==> src/rtl/shift_pkg.sv <==
// Shared types and defaults for the multi-cycle shifter.
package shift_pkg;

    // Shift operation encoding as presented on the op input
    typedef enum logic [1:0] {
        SLL = 2'b00,
        SRL = 2'b01,
        SRA = 2'b10,
        RSV = 2'b11
    } shift_op_e;

    // Sequencer states
    typedef enum logic [1:0] {
        IDLE  = 2'b00,
        SHIFT = 2'b01,
        DONE  = 2'b10
    } state_e;

    // Bits moved per cycle while enough shift distance remains
    localparam int BIG_STEP_DEFAULT = 4;

endpackage

==> src/rtl/shift_step.sv <==
// One combinational shift step: either BIG_STEP bits or a single bit.
// SRA fills from msb_fill so the sign of the original operand is kept
// regardless of how many steps have already been applied.
module shift_step
    import shift_pkg::*;
#(
    parameter int XLEN     = 32,
    parameter int BIG_STEP = BIG_STEP_DEFAULT
) (
    input  logic [XLEN-1:0] value,
    input  logic [1:0]      op,
    input  logic            msb_fill,
    input  logic            big,
    output logic [XLEN-1:0] stepped
);

    logic [XLEN-1:0] w_ones;
    logic [XLEN-1:0] w_fill;
    logic [XLEN-1:0] w_mask_big;
    logic [XLEN-1:0] w_mask_one;

    assign w_ones     = {XLEN{1'b1}};
    assign w_fill     = {XLEN{msb_fill}};
    assign w_mask_big = ~(w_ones >> BIG_STEP);
    assign w_mask_one = ~(w_ones >> 1'b1);

    // Select the stepped value for the requested operation and step size
    always_comb begin
        stepped = value;
        case (op)
            SLL: begin
                if (big) stepped = value << BIG_STEP;
                else     stepped = value << 1'b1;
            end
            SRL: begin
                if (big) stepped = value >> BIG_STEP;
                else     stepped = value >> 1'b1;
            end
            SRA: begin
                if (big) stepped = (value >> BIG_STEP) | (w_fill & w_mask_big);
                else     stepped = (value >> 1'b1)     | (w_fill & w_mask_one);
            end
            default: stepped = value;
        endcase
    end

endmodule

==> src/rtl/shift_seq.sv <==
// Multi-cycle shifter: accepts one request at a time, walks the shift
// distance down in BIG_STEP or 1-bit steps, and holds the result until the
// consumer takes it. A new request may be accepted in the same cycle the
// previous result is consumed.
module shift_seq
    import shift_pkg::*;
#(
    parameter int XLEN     = 32,
    parameter int BIG_STEP = BIG_STEP_DEFAULT
) (
    input  logic            clk,
    input  logic            rst,
    input  logic            flush,
    input  logic            in_valid,
    output logic            in_ready,
    input  logic [1:0]      op,
    input  logic [XLEN-1:0] rs1,
    input  logic [4:0]      shamt,
    output logic            out_valid,
    input  logic            out_ready,
    output logic [XLEN-1:0] rd,
    output logic            busy
);

    localparam logic [4:0] BIG_AMT = 5'(BIG_STEP);

    state_e          r_state;
    logic [XLEN-1:0] r_work;
    logic [4:0]      r_rem;
    logic [1:0]      r_op;
    logic            r_msb;
    logic            r_out_valid;
    logic            r_busy;

    logic            w_in_ready;
    logic            w_accept;
    logic            w_big;
    logic [4:0]      w_step_amt;
    logic [4:0]      w_rem_next;
    logic [XLEN-1:0] w_stepped;

    // Request window: open in IDLE, or in DONE while the result is being consumed
    always_comb begin
        w_in_ready = 1'b0;
        if (rst || flush) begin
            w_in_ready = 1'b0;
        end else if (r_state == IDLE) begin
            w_in_ready = 1'b1;
        end else if (r_state == DONE) begin
            w_in_ready = out_ready;
        end else begin
            w_in_ready = 1'b0;
        end
    end

    assign w_accept = in_valid & w_in_ready;

    // Choose this cycle's step size and the remaining distance after it
    always_comb begin
        w_big      = (r_rem >= BIG_AMT);
        w_step_amt = 5'd1;
        if (w_big) begin
            w_step_amt = BIG_AMT;
        end else begin
            w_step_amt = 5'd1;
        end
        w_rem_next = r_rem - w_step_amt;
    end

    shift_step #(
        .XLEN     (XLEN),
        .BIG_STEP (BIG_STEP)
    ) u_step (
        .value    (r_work),
        .op       (r_op),
        .msb_fill (r_msb),
        .big      (w_big),
        .stepped  (w_stepped)
    );

    // Sequencer: reset, flush, request load, stepping and result handoff
    always_ff @(posedge clk) begin
        if (rst) begin
            r_state     <= IDLE;
            r_work      <= '0;
            r_rem       <= 5'd0;
            r_op        <= 2'b00;
            r_msb       <= 1'b0;
            r_out_valid <= 1'b0;
            r_busy      <= 1'b0;
        end else if (flush) begin
            r_state     <= IDLE;
            r_out_valid <= 1'b0;
            r_busy      <= 1'b0;
        end else if (w_accept) begin
            // Only reachable from IDLE or from DONE while the result is taken
            r_work <= rs1;
            r_op   <= op;
            r_msb  <= rs1[XLEN-1];
            r_rem  <= shamt;
            r_busy <= 1'b1;
            if (shamt == 5'd0) begin
                r_state     <= DONE;
                r_out_valid <= 1'b1;
            end else begin
                r_state     <= SHIFT;
                r_out_valid <= 1'b0;
            end
        end else begin
            case (r_state)
                IDLE: begin
                    r_out_valid <= 1'b0;
                    r_busy      <= 1'b0;
                end
                SHIFT: begin
                    r_work <= w_stepped;
                    r_rem  <= w_rem_next;
                    if (w_rem_next == 5'd0) begin
                        r_state     <= DONE;
                        r_out_valid <= 1'b1;
                    end else begin
                        r_state     <= SHIFT;
                        r_out_valid <= 1'b0;
                    end
                end
                DONE: begin
                    if (out_ready) begin
                        r_state     <= IDLE;
                        r_out_valid <= 1'b0;
                        r_busy      <= 1'b0;
                    end else begin
                        r_state     <= DONE;
                        r_out_valid <= 1'b1;
                    end
                end
                default: begin
                    r_state     <= IDLE;
                    r_out_valid <= 1'b0;
                    r_busy      <= 1'b0;
                end
            endcase
        end
    end

    assign in_ready  = w_in_ready;
    assign out_valid = r_out_valid;
    assign busy      = r_busy;
    assign rd        = r_work;

endmodule

==> config.mk <==
export PLATFORM = sky130hd
export DESIGN_NAME = shift_seq
export DESIGN_NICKNAME = d
export VERILOG_FILES = /design/src/rtl/shift_pkg.sv /design/src/rtl/shift_step.sv /design/src/rtl/shift_seq.sv
export SDC_FILE = /design/constraint.sdc
export NUM_CORES = 1
export LEC_CHECK = 0
export CAP_MARGIN = 20
export CORE_ASPECT_RATIO = 0.75
export CORE_MARGIN = 5
export CORE_UTILIZATION = 27
export CTS_CLUSTER_DIAMETER = 120
export DETAILED_ROUTE_END_ITERATION = 16
export PLACE_DENSITY = 0.53
export SLEW_MARGIN = 20
export SYNTH_ARGS = -nofsm -noshare
export SYNTH_HDL_FRONTEND = slang
export SYNTH_HIERARCHICAL = 1
export SYNTH_SLANG_ARGS = --single-unit
==> constraint.sdc <==
create_clock -name clk -period 2.4 [get_ports clk]
set_input_delay 0.48 -clock clk [delete_from_list [all_inputs] [get_ports clk]]
set_output_delay 0.48 -clock clk [all_outputs]
set_load 0.02 [all_outputs]
Word level (Yosys, flattened, before mapping)
Cells that the tools add are included.
{ "word_totals": {"register_bits": 44, "inputBits": 44, "out_inout_bits": 35, "word_cells": 57} }
{ "classes": {"n_addsub": 1, "n_lt_le_gt_ge": 1, "eq_ne": 7, "mux": 25, "n_bitwise": 4, "n_reduce_logical": 12} }
{ "op_table": {"columns": ["cell", "n"], "rows": [
  ["32-bit 2-to-1 mux", 4],
  ["32-bit case mux with 3 select lines", 1],
  ["28-bit by 32-bit OR with 32-bit output", 1],
  ["31-bit by 32-bit OR with 32-bit output", 1],
  ["31-bit 2-to-1 mux", 1],
  ["5-bit logical NOT", 2],
  ["5-bit 2-to-1 mux", 2],
  ["1-bit 2-to-1 mux", 9],
  ["2-bit 2-to-1 mux", 4],
  ["2-bit case mux with 3 select lines", 1],
  ["2-bit AND reduction", 3],
  ["5-bit by 3-bit >= comparator with 1-bit output, second input constant", 1],
  ["5-bit subtractor", 1],
  ["2-bit by 1-bit == test with 1-bit output, second input constant", 2],
  ["2-bit == test, second input constant", 2],
  ["2-bit logical NOT", 2],
  ["2-bit != test, second input constant", 2],
  ["1-bit case mux with 2 select lines", 2],
  ["4-bit nonzero test", 1],
  ["3-bit 2-to-1 mux", 1],
  ["3-bit != test, second input constant", 1],
  ["3-bit AND reduction", 1],
  ["2-bit nonzero test", 1],
  ["2-bit OR reduction", 1],
  ["3 further kinds", 3]
]} }

Depth between registers and ports, before layout
Gate-level depths: netlist of run 1.
{ "depth": {"word_depth": 7, "ltp_mapped": 9} }

By module
Netlist of run 1, hierarchy kept.
{ "by_module_without_submodules": {"columns": ["module", "instances", "cells_each", "area_per_inst_um2", "seq_area_each_um2"], "rows": [
  ["shift_seq", 1, 276, 2145.8, 880.8],
  ["shift_step", 1, 165, 1335.0, 0.0]
]} }

Worst setup path before layout of run 1
No wires, ideal clock.
{ "synth_timing": {"path_kind": "reg-to-reg", "start": "reg r_rem[3]", "end": "reg r_state[0]", "setup_time_ns": 0.117, "arrival_ns": 1.717, "setup_slack_ns": 0.566, "path_stages_with_launch": 9, "path_buffers": 0, "synth_period_minus_slack_ns": 1.834, "cell_sequence": "dfxtp_1 nor3_1 ha_1 ha_1 nor2b_1 a21oi_1 o22ai_1 nand4_1 a22o_1"} }
{ "synth_between": {"elab_chain_len": 7} }
{ "synth_lines": {"columns": ["element", "line", "text"], "rows": [
  ["start: declaration", "shift_seq.sv:29", "logic [4:0] r_rem;"],
  ["start signal: assignment", "shift_seq.sv:100", "r_rem <= shamt;"],
  ["start signal: assignment", "shift_seq.sv:117", "r_rem <= w_rem_next;"],
  ["5-bit by 3-bit >= comparator with 1-bit output", "shift_seq.sv:60", "w_big = (r_rem >= BIG_AMT);"],
  ["3-bit 2-to-1 mux", "shift_seq.sv:62", "if (w_big) begin"],
  ["5-bit subtractor *", "shift_seq.sv:67", "w_rem_next = r_rem - w_step_amt;"],
  ["5-bit logical NOT *", "shift_seq.sv:118", "if (w_rem_next == 5'd0) begin"],
  ["2-bit 2-to-1 mux *", "shift_seq.sv:118", null],
  ["2-bit case mux with 3 select lines *", "shift_seq.sv:110", "case (r_state)"],
  ["2-bit 2-to-1 mux *", "shift_seq.sv:95", "end else if (w_accept) begin"],
  ["end signal: assignment", "shift_seq.sv:103", "r_state <= DONE;"],
  ["end signal: assignment", "shift_seq.sv:119", "r_state <= DONE;"],
  ["end signal: assignment", "shift_seq.sv:122", "r_state <= SHIFT;"],
  ["end: declaration", "shift_seq.sv:27", "state_e r_state;"]
]} }
Every way passes the cells marked *; elsewhere a longest branch is shown, timed or not.
A chain may end at the register's enable or synchronous reset.

Worst setup path after layout of run 1
Ends and elaborated chain as after synthesis.

==> impl_metrics.env, run 1 <==
export IMPL_status="finished, final reports clean"
export IMPL_cp_arrival_ns=2.37
export IMPL_cp_start_kind="register"
export IMPL_ant_nets=0
export IMPL_synthToLayoutAreaGrowth_pct=29.5
export IMPL_antenna_found_initial=0
export IMPL_slowest_stage="dfxtp_1"
export IMPL_root_buffer="clkbuf_16"
export IMPL_multiInputGateArea_sq_mm=0.00230
export IMPL_total_leakage_power_nw=1.51
export IMPL_end_kind="register"
export IMPL_path_cells="nor3_1, ha_1, ha_1, nor2b_1, a21oi_1, o22ai_1, nand4_1, a22o_1"
export IMPL_grt_util_all_layers=0.140
export IMPL_register_area_sq_um=881
export IMPL_viasPerCell=5.22
export IMPL_yosysWarnings=6
export IMPL_grt_pass1_vias=3352
export IMPL_num_nets_final=551
export IMPL_synth_edf_count=0
export IMPL_pre_cts_slack_ns=0.105
export IMPL_chipWidth_um=141
export IMPL_synthFlopType="dfxtp_1"
export IMPL_clkLatencyLatePin_ns=0.28
export IMPL_syn_nets=491
export IMPL_avgSynthCellArea_sq_um=7.89
export IMPL_ys_ff_latch=44
export IMPL_die_area_sq_mm=0.0153
export IMPL_synth_top_area_frac=0.253
export IMPL_drt_wl_total_mm=10.9
export IMPL_worst_slew_pin_slew_ns=0.439
export IMPL_required_ns=2.58
export IMPL_fmax_ghz=0.455
export IMPL_hold_viol_final=0
export IMPL_vias=3484
export IMPL_io_pins=79
export IMPL_crit_family="simple AND/OR/NAND/NOR gates"
export IMPL_rsz0062_at_grt="no"
export IMPL_clock_path_buffers=2
export IMPL_yosys_area_top_type="dfxtp_1"
export IMPL_synth_distinct_cells=47
export IMPL_path_clk_slew_ns=0.06
export IMPL_fillerInstances=1296
export IMPL_h_tree_depth=2
export IMPL_finalSetupTns_ns=0
export IMPL_period_minus_slack_ns=2.20
export IMPL_cp_max_fo=4
export IMPL_maxSlewViolCount=0
export IMPL_path_class="reg2reg"
export IMPL_synthTopCellsByArea="dfxtp_1 25%, nand2_1 8.8%, a311oi_1 8.3%"
export IMPL_synth_seq_area_share=0.253
export IMPL_numCtsBuffers=5
export IMPL_peakVddDrop_v=0.000293
export IMPL_synthCells=441
export IMPL_min_period_over_period=0.915
export IMPL_slew_headroom=0.707
export IMPL_crit_path_max_incr_delay_ns=0.34
export IMPL_drv_cap=0
export IMPL_finClkSkew_ns=0.00354
export IMPL_num_antenna_cells=0
export IMPL_die_h_um=108
export IMPL_drcViolationCount=0
export IMPL_wire_per_inst_um=16.3
export IMPL_clock_sinks=44
export IMPL_hp_class="reg2reg"
export IMPL_grt_first_pass_wirelength_mm=17.6
export IMPL_fp_coreArea_sq_mm=0.0124
export IMPL_power_per_cell_area_mw_per_mm2=458
export IMPL_drive_above_1_share=0.0898
export IMPL_rows=35
export IMPL_cts_tree="done"
export IMPL_syn_cell_area_sq_mm=0.00348
export IMPL_grt_overflow=0
export IMPL_synthArstFlopShare=0
export IMPL_drt_pre_antenna_iters=5
export IMPL_dr_first_iter_drc_count=233
export IMPL_setup_ws_ns=0.204
export IMPL_crit_top_cell="ha_1"
export IMPL_grt_start_max_net_pins=69
export IMPL_setup_viol=0
export IMPL_dpl_hpwl_mm=7.81
export IMPL_portBuffers=78
export IMPL_initial_utilization=0.280
export IMPL_gp_congestion=0.867
export IMPL_crit_buf_inv=0
## per-stage QoR
| stage | hold WS (ns) | instances | total power [mW] | util | cell area, sq um |
|---|---|---|---|---|---|
| 3_5_place_dp | 0.461 | 660 | 1.42 | 0.352 | 4370 |
| 3_3_place_gp | 0.460 | 660 | 1.41 | 0.352 | 4370 |
| 5_1_grt | 0.479 | 667 | 2.18 | 0.362 | 4510 |
| 2_1_floorplan | 0.440 | 441 | 1.21 | - | 3480 |
| 6_report | 0.472 | 667 | 2.06 | 0.362 | 4510 |
| 4_1_cts | 0.471 | 667 | 2.09 | 0.362 | 4510 |
## layout by cell type (no fill, tap or decap), types with 4 or more instances in the layout
cell type,n
buf_12,4
mux2_1,11
o22ai_1,7
clkdlybuf4s50_1,77
nor2_1,45
nand2_1,82
clkbuf_16,5
a21oi_1,33
nor3_1,8
a21o_1,5
mux2i_1,25
a211oi_1,5
a221oi_1,4
mux2_2,13
dfxtp_1,44
a311oi_1,33
ha_1,6
a221o_1,22
nor2b_1,13
buf_4,13
inv_1,6
## state kept, by name, summed over array words and instances, names as in the netlist
register and count:
out_valid 1, r_op 2, busy 1, r_msb 1, r_rem 5, r_state 2
rd 32
## final cells by class
cell class	count	area share
clock inverter	1	0.00111
multi-input combinational	348	0.510
inverter	7	0.00583
timing repair buffer	95	0.213
clock buffer	6	0.0286
tap	166	0.0461
sequential	44	0.195
## tightest hold or removal path: cells and delay by family, from the launching register on
family          cells  cell delay (ns)
simple gates        1             0.06
compound gates      1             0.05
flops               1             0.32
## power by group
group | switching [mW] | total [mW] | internal (mW)
Clock | 0.279 | 0.657 | 0.379
Combinational | 0.298 | 0.590 | 0.292
Sequential | 0.0540 | 0.817 | 0.763
Total | 0.631 | 2.06 | 1.43
## per-layer routing
| metal | vias to the layer above | GRT usage | wire [um] |
|---|---|---|---|
| met5 | - | 0 | 0 |
| met4 | 0 | 0.0346 | 83 |
| met3 | 5 | 0.0270 | 552 |
| met2 | 94 | 0.207 | 4560 |
| met1 | 1634 | 0.207 | 5690 |
| li1 | 1751 | - | - |
## logic make-up after synthesis
family,share of synthesized area
muxes,0.150
and+or+nand+nor,0.207
xor gates and xnor gates,0.00252
DFF,0.253
adders and majority gates,0.0216
buffers and inverters,0.0888
AOI/OAI and AO/OA,0.277
## repair_timing
action,4_1_cts,5_1_grt
gates resized for setup,0,1
hold buffers,0,0
setup endpoints to repair,0,1
setup buffers,0,0
## cells in the mapped netlist, types with 2 or more instances
library cell and count:
nand2_1 82, nor2_1 45, dfxtp_1 44, a21oi_1 33, a311oi_1 33, mux2i_1 25
a221o_1 22, buf_2 15, mux2_2 13, nor2b_1 13, buf_6 11, mux2_1 11
clkbuf_1 9, nor3_1 8, inv_1 7, o22ai_1 7, buf_4 6, ha_1 6
a211oi_1 5, a21o_1 5, a221oi_1 4, nand2b_1 3, o21ai_0 3, a211o_1 2
and2_1 2, and3_1 2, nand3_1 2, o211ai_1 2, o31ai_1 2, or2_2 2
## final timing paths
| kind | slack, ns | to | startpoint | depth (start not counted) |
|---|---|---|---|---|
| setup / recovery | 0.20 | r_state[0]$_SDFFE_PP0P_ | r_rem[3]$_SDFFE_PP0P_ | 8 |
| hold / removal | 0.47 | r_rem[1]$_SDFFE_PP0P_ | r_rem[1]$_SDFFE_PP0P_ | 2 |
| setup reg to reg | 0.20 | r_state[0]$_SDFFE_PP0P_ | r_rem[3]$_SDFFE_PP0P_ | 8 |
| hold reg to reg | 0.47 | r_rem[1]$_SDFFE_PP0P_ | r_rem[1]$_SDFFE_PP0P_ | 2 |
(Power assumes the default switching activity.)
==> inputs of run 2 (changes only) <==
--- a/config.mk
+++ b/config.mk
@@ -11,7 +11,7 @@
 export CORE_UTILIZATION = 27
 export CTS_CLUSTER_DIAMETER = 120
 export DETAILED_ROUTE_END_ITERATION = 16
-export PLACE_DENSITY = 0.53
+export PLACE_DENSITY = 0.46
 export SLEW_MARGIN = 20
 export SYNTH_ARGS = -nofsm -noshare
 export SYNTH_HDL_FRONTEND = slang
==> run 2 against run 1 <==
  * Sequential power is essentially flat
  * Setup slack lost 0.021 ns
  * First-iteration DRC count grew 46%
  * Clock skew grew 0.0019 ns
  * Combinational power grew 1%
  * Clock power grew 29%
  * Clock-buffer cell count grew 1
  * Hold slack lost 0.0020 ns
  * Die area is the same
  * Sequential share of layout area shrank 0.27 points
  * Register-to-register slack lost 0.02 ns
  * Final area grew 1.4%
==> impl_metrics.env, run 2 (synthesis results as in run 1) <==
export IMPL_clkLatencyLatePin_ns=0.29
export IMPL_grt_first_pass_wirelength_mm=18.0
export IMPL_status="finished, final reports clean"
export IMPL_drt_wl_total_mm=11.2
export IMPL_min_period_over_period=0.923
export IMPL_rows=35
export IMPL_clock_sinks=44
export IMPL_period_minus_slack_ns=2.22
export IMPL_setup_viol=0
export IMPL_whs_ns=0.470
export IMPL_num_nets_final=553
export IMPL_num_antenna_cells=0
export IMPL_die_area_sq_mm=0.0153
export IMPL_power_per_cell_area_mw_per_mm2=494
export IMPL_pre_cts_slack_ns=0.0608
export IMPL_final_cells=670
export IMPL_dpl_hpwl_mm=8.03
export IMPL_grt_pass1_vias=3358
export IMPL_viasPerCell=5.24
export IMPL_synthToLayoutAreaGrowth_pct=31.3
export IMPL_chipWidth_um=141
export IMPL_placed_area_sq_mm=0.00439
export IMPL_root_buffer="clkbuf_16"
export IMPL_path_clk_slew_ns=0.06
export IMPL_ant_nets=0
export IMPL_required_ns=2.60
export IMPL_design_area_sq_mm=0.00457
export IMPL_grt_overflow=0
export IMPL_path_class="reg2reg"
export IMPL_antenna_found_initial=0
export IMPL_peakVddDrop_v=0.000250
export IMPL_place_inst=662
export IMPL_finClkSkew_ns=0.00544
export IMPL_setup_ws_ns=0.184
export IMPL_gp_congestion=0.786
export IMPL_cp_arrival_ns=2.42
export IMPL_vias=3514
export IMPL_final_cell_mix="82 x nand2_1, 77 x clkdlybuf4s50_1, 45 x nor2_1"
export IMPL_hp_class="reg2reg"
export IMPL_drive_above_1_share=0.0972
export IMPL_total_power_mw=2.26
export IMPL_clock_path_buffers=2
export IMPL_total_leakage_power_nw=1.54
export IMPL_worst_slew_pin_slew_ns=0.759
export IMPL_drv_cap=0
export IMPL_finalSetupTns_ns=0
export IMPL_numCtsBuffers=5
export IMPL_slew_headroom=0.494
export IMPL_postCtsHoldBufs=0
export IMPL_hold_viol_final=0
export IMPL_fp_coreArea_sq_mm=0.0124
export IMPL_cp_start_kind="register"
export IMPL_die_h_um=108
export IMPL_largest_reg_flops=32
export IMPL_grt_util_all_layers=0.144
export IMPL_wire_per_inst_um=16.7
export IMPL_fmax_ghz=0.451
export IMPL_initial_utilization=0.280
export IMPL_portBuffers=78
export IMPL_dr_first_iter_drc_count=340
export IMPL_h_tree_depth=2
export IMPL_drcViolationCount=0
export IMPL_drt_pre_antenna_iters=5
export IMPL_layout_commonest_cell="nand2_1"
export IMPL_cts_setup_buffers=0
export IMPL_rsz0062_at_grt="no"
export IMPL_grt_start_max_net_pins=69
export IMPL_end_kind="register"
export IMPL_cts_resized=0
export IMPL_cp_max_fo=4
export IMPL_maxSlewViolCount=0
export IMPL_io_pins=79
export IMPL_final_util=0.368
export IMPL_cts_tree="done"
==> run 2: final timing paths <==
check	cells past startpoint	to	start	slack, ns
worst min register to register	2	r_rem[1]$_SDFFE_PP0P_	r_rem[1]$_SDFFE_PP0P_	0.47
worst min-delay path	2	r_rem[1]$_SDFFE_PP0P_	r_rem[1]$_SDFFE_PP0P_	0.47
worst max-delay path	8	out_valid$_SDFF_PP0_	r_rem[3]$_SDFFE_PP0P_	0.18
worst max register to register	8	out_valid$_SDFF_PP0_	r_rem[3]$_SDFFE_PP0P_	0.18
==> run 2: critical path, cell delays in order, from the launching register on <==
cell     delay, ns
dfxtp_1       0.35
nor3_1        0.27
buf_4         0.17
ha_1          0.24
nor2b_1       0.21
a21oi_1       0.09
o22ai_1       0.31
nand4_1       0.21
o31ai_1       0.27
==> run 2: routing by layer <==
| metal | track usage | share of wire |
|---|---|---|
| met1 | 0.226 | 0.54 |
| met2 | 0.200 | 0.40 |
| met3 | 0.0305 | 0.058 |
| met4 | 0.0270 | 0.0095 |
| met5 | 0 | 0 |
==> run 2: area by class of cell <==
type                       count  area [sq um]
clock buffer                   7           153
clock inverter                 1          30.0
fill                        1315          7870
inverter                       7          26.3
multi-input combinational    348          2300
sequential                    44           881
tap                          166           208
timing repair buffer          97           976
==> run 2: power by group <==
| group | switching, mW | internal [mW] |
|---|---|---|
| clock network | 0.298 | 0.549 |
| registers | 0.0554 | 0.762 |
| logic | 0.304 | 0.293 |
==> inputs of run 3 (changes only) <==
--- a/config.mk
+++ b/config.mk
@@ -9,8 +9,10 @@
 export CORE_ASPECT_RATIO = 0.75
 export CORE_MARGIN = 5
 export CORE_UTILIZATION = 27
+export CTS_BUF_LIST = sky130_fd_sc_hd__clkbuf_8
 export CTS_CLUSTER_DIAMETER = 120
 export DETAILED_ROUTE_END_ITERATION = 16
+export MAX_ROUTING_LAYER = met4
 export PLACE_DENSITY = 0.46
 export SLEW_MARGIN = 20
 export SYNTH_ARGS = -nofsm -noshare
==> run 3 against run 2 <==
  * Via count up 0.94%
  * Clock skew up 0.0011 ns
  * Register-to-register slack better by 0.05 ns
  * Cell count unchanged
  * Die area unchanged
  * Final area down 0.82%
  * Core utilization down 0.30 points
  * Flip-flop and latch count unchanged
  * Global-route usage up 0.27 points
  * Largest power group is now sequential cells
  * Clock-buffer cell count unchanged
  * Combinational power up 2%
==> impl_metrics.env, run 3 (synthesis results as in run 1) <==
export IMPL_rows=35
export IMPL_fmax_ghz=0.461
export IMPL_path_cells="nor3_1, buf_4, ha_1, ha_1, nor2b_1, a21oi_1, o22ai_2, nand4_1, o31ai_1"
export IMPL_grt_util_all_layers=0.147
export IMPL_total_leakage_power_nw=1.53
export IMPL_clkLatencyLatePin_ns=0.31
export IMPL_p_seq_frac=0.394
export IMPL_antenna_found_initial=0
export IMPL_min_period_over_period=0.904
export IMPL_initial_utilization=0.280
export IMPL_power_per_cell_area_mw_per_mm2=456
export IMPL_io_pins=79
export IMPL_num_nets_final=553
export IMPL_peakVddDrop_v=0.000201
export IMPL_largest_reg_flops=32
export IMPL_rsz0062_at_grt="no"
export IMPL_maxSlewViolCount=0
export IMPL_cp_start_kind="register"
export IMPL_drt_wl_total_mm=11.3
export IMPL_layout_commonest_cell="nand2_1"
export IMPL_die_area_sq_mm=0.0153
export IMPL_finClkSkew_ns=0.00654
export IMPL_chipWidth_um=141
export IMPL_hold_viol_final=0
export IMPL_required_ns=2.61
export IMPL_drt_pre_antenna_iters=5
export IMPL_die_h_um=108
export IMPL_crit_path_max_incr_delay_ns=0.34
export IMPL_dpl_hpwl_mm=8.00
export IMPL_finalSetupTns_ns=0
export IMPL_end_kind="register"
export IMPL_grt_first_pass_wirelength_mm=17.8
export IMPL_power_frac_clock=0.313
export IMPL_gp_congestion=0.773
export IMPL_cts_setup_buffers=0
export IMPL_crit_top_cell="ha_1"
export IMPL_final_cell_mix="82 x nand2_1, 77 x clkdlybuf4s50_1, 45 x nor2_1"
export IMPL_num_antenna_cells=0
export IMPL_final_util=0.365
export IMPL_setup_viol=0
export IMPL_period_minus_slack_ns=2.17
export IMPL_crit_family="compound AO/OA/AOI/OAI gates"
export IMPL_wire_per_inst_um=16.9
export IMPL_viasPerCell=5.29
export IMPL_dr_first_iter_drc_count=278
export IMPL_clock_path_buffers=2
export IMPL_ant_nets=0
export IMPL_p_switching_mw=0.643
export IMPL_clock_sinks=44
export IMPL_drcViolationCount=0
export IMPL_path_class="reg2reg"
export IMPL_grt_start_max_net_pins=69
export IMPL_portBuffers=78
export IMPL_cp_max_fo=3
export IMPL_switching_share=0.311
export IMPL_fp_coreArea_sq_mm=0.0124
export IMPL_crit_buf_inv=1
export IMPL_drv_cap=0
export IMPL_synthToLayoutAreaGrowth_pct=30.3
export IMPL_worst_slew_pin_slew_ns=0.791
export IMPL_slew_headroom=0.472
export IMPL_slowest_stage="dfxtp_1"
export IMPL_cp_arrival_ns=2.38
export IMPL_numCtsBuffers=5
export IMPL_root_buffer="clkbuf_8"
export IMPL_vias=3547
export IMPL_status="finished, final reports clean"
export IMPL_cts_tree="done"
export IMPL_path_clk_slew_ns=0.09
export IMPL_power_internal_mw=1.43
export IMPL_postCtsHoldBufs=0
export IMPL_p_comb_frac=0.293
export IMPL_hp_class="reg2reg"
export IMPL_grt_overflow=0
export IMPL_grt_pass1_vias=3255
export IMPL_drive_above_1_share=0.0992
export IMPL_h_tree_depth=2
==> run 3: worst reg2reg max path, cell delays in order (launching register included) <==
cell and delay [ns]:
dfxtp_1 0.34, nor3_1 0.19, buf_4 0.15, ha_1 0.16, ha_1 0.17, nor2b_1 0.22, a21oi_1 0.12, o22ai_2 0.23
nand4_1 0.20, o31ai_1 0.30
==> run 3: timing repair <==
item	CTS	global route
hold endpoints to repair	0	0
endpoints found under the setup margin	0	2
gates resized for setup	0	2
==> run 3: routing by layer <==
metal | vias to the layer above | global-route usage | routed length, um
li1 | 1756 | - | -
met1 | 1699 | 0.224 | 6150
met2 | 87 | 0.201 | 4540
met3 | 5 | 0.0279 | 568
met4 | 0 | 0.0207 | 40
met5 | - | - | 0
==> run 3: per-stage QoR <==
step           hold WS (ns)  std cells  setup slack [ns]  total power [mW]  area, sq um
3_5_place_dp          0.453        662            0.0370              1.43         4400
3_3_place_gp          0.452        662            0.0477              1.43         4400
5_1_grt               0.515        670            0.0601              2.18         4530
6_report              0.470        670             0.230              2.07         4530
4_1_cts               0.466        670            0.0288              2.09         4530
2_1_floorplan         0.440        441             0.566              1.21         3480
==> run 3: path summary, 6_finish.rpt <==
path,start,end,slack (ns),cells after the start
worst min register to register,r_rem[1]$_SDFFE_PP0P_,r_rem[1]$_SDFFE_PP0P_,0.47,2
worst max-delay path,r_rem[2]$_SDFFE_PP0P_,out_valid$_SDFF_PP0_,0.23,9
worst min-delay path,r_rem[1]$_SDFFE_PP0P_,r_rem[1]$_SDFFE_PP0P_,0.47,2
worst max register to register,r_rem[2]$_SDFFE_PP0P_,out_valid$_SDFF_PP0_,0.23,9
==> run 3: power by group through the flow <==
stage	clock network, mW	logic (mW)	registers (mW)
floorplan	0	0.369	0.843
detailed placement	0	0.598	0.832
CTS	0.673	0.601	0.815
global placement	0	0.595	0.832
finish	0.648	0.606	0.816
global route	0.704	0.658	0.823
==> run 3: layout make-up <==
| cell class | instances | area (sq um) |
|---|---|---|
| inverter | 7 | 26.3 |
| multi-input combinational | 348 | 2300 |
| fill | 1331 | 7900 |
| clock inverter | 1 | 30.0 |
| tap | 166 | 208 |
| clock buffer | 7 | 96.3 |
| sequential | 44 | 881 |
| timing repair buffer | 97 | 988 |
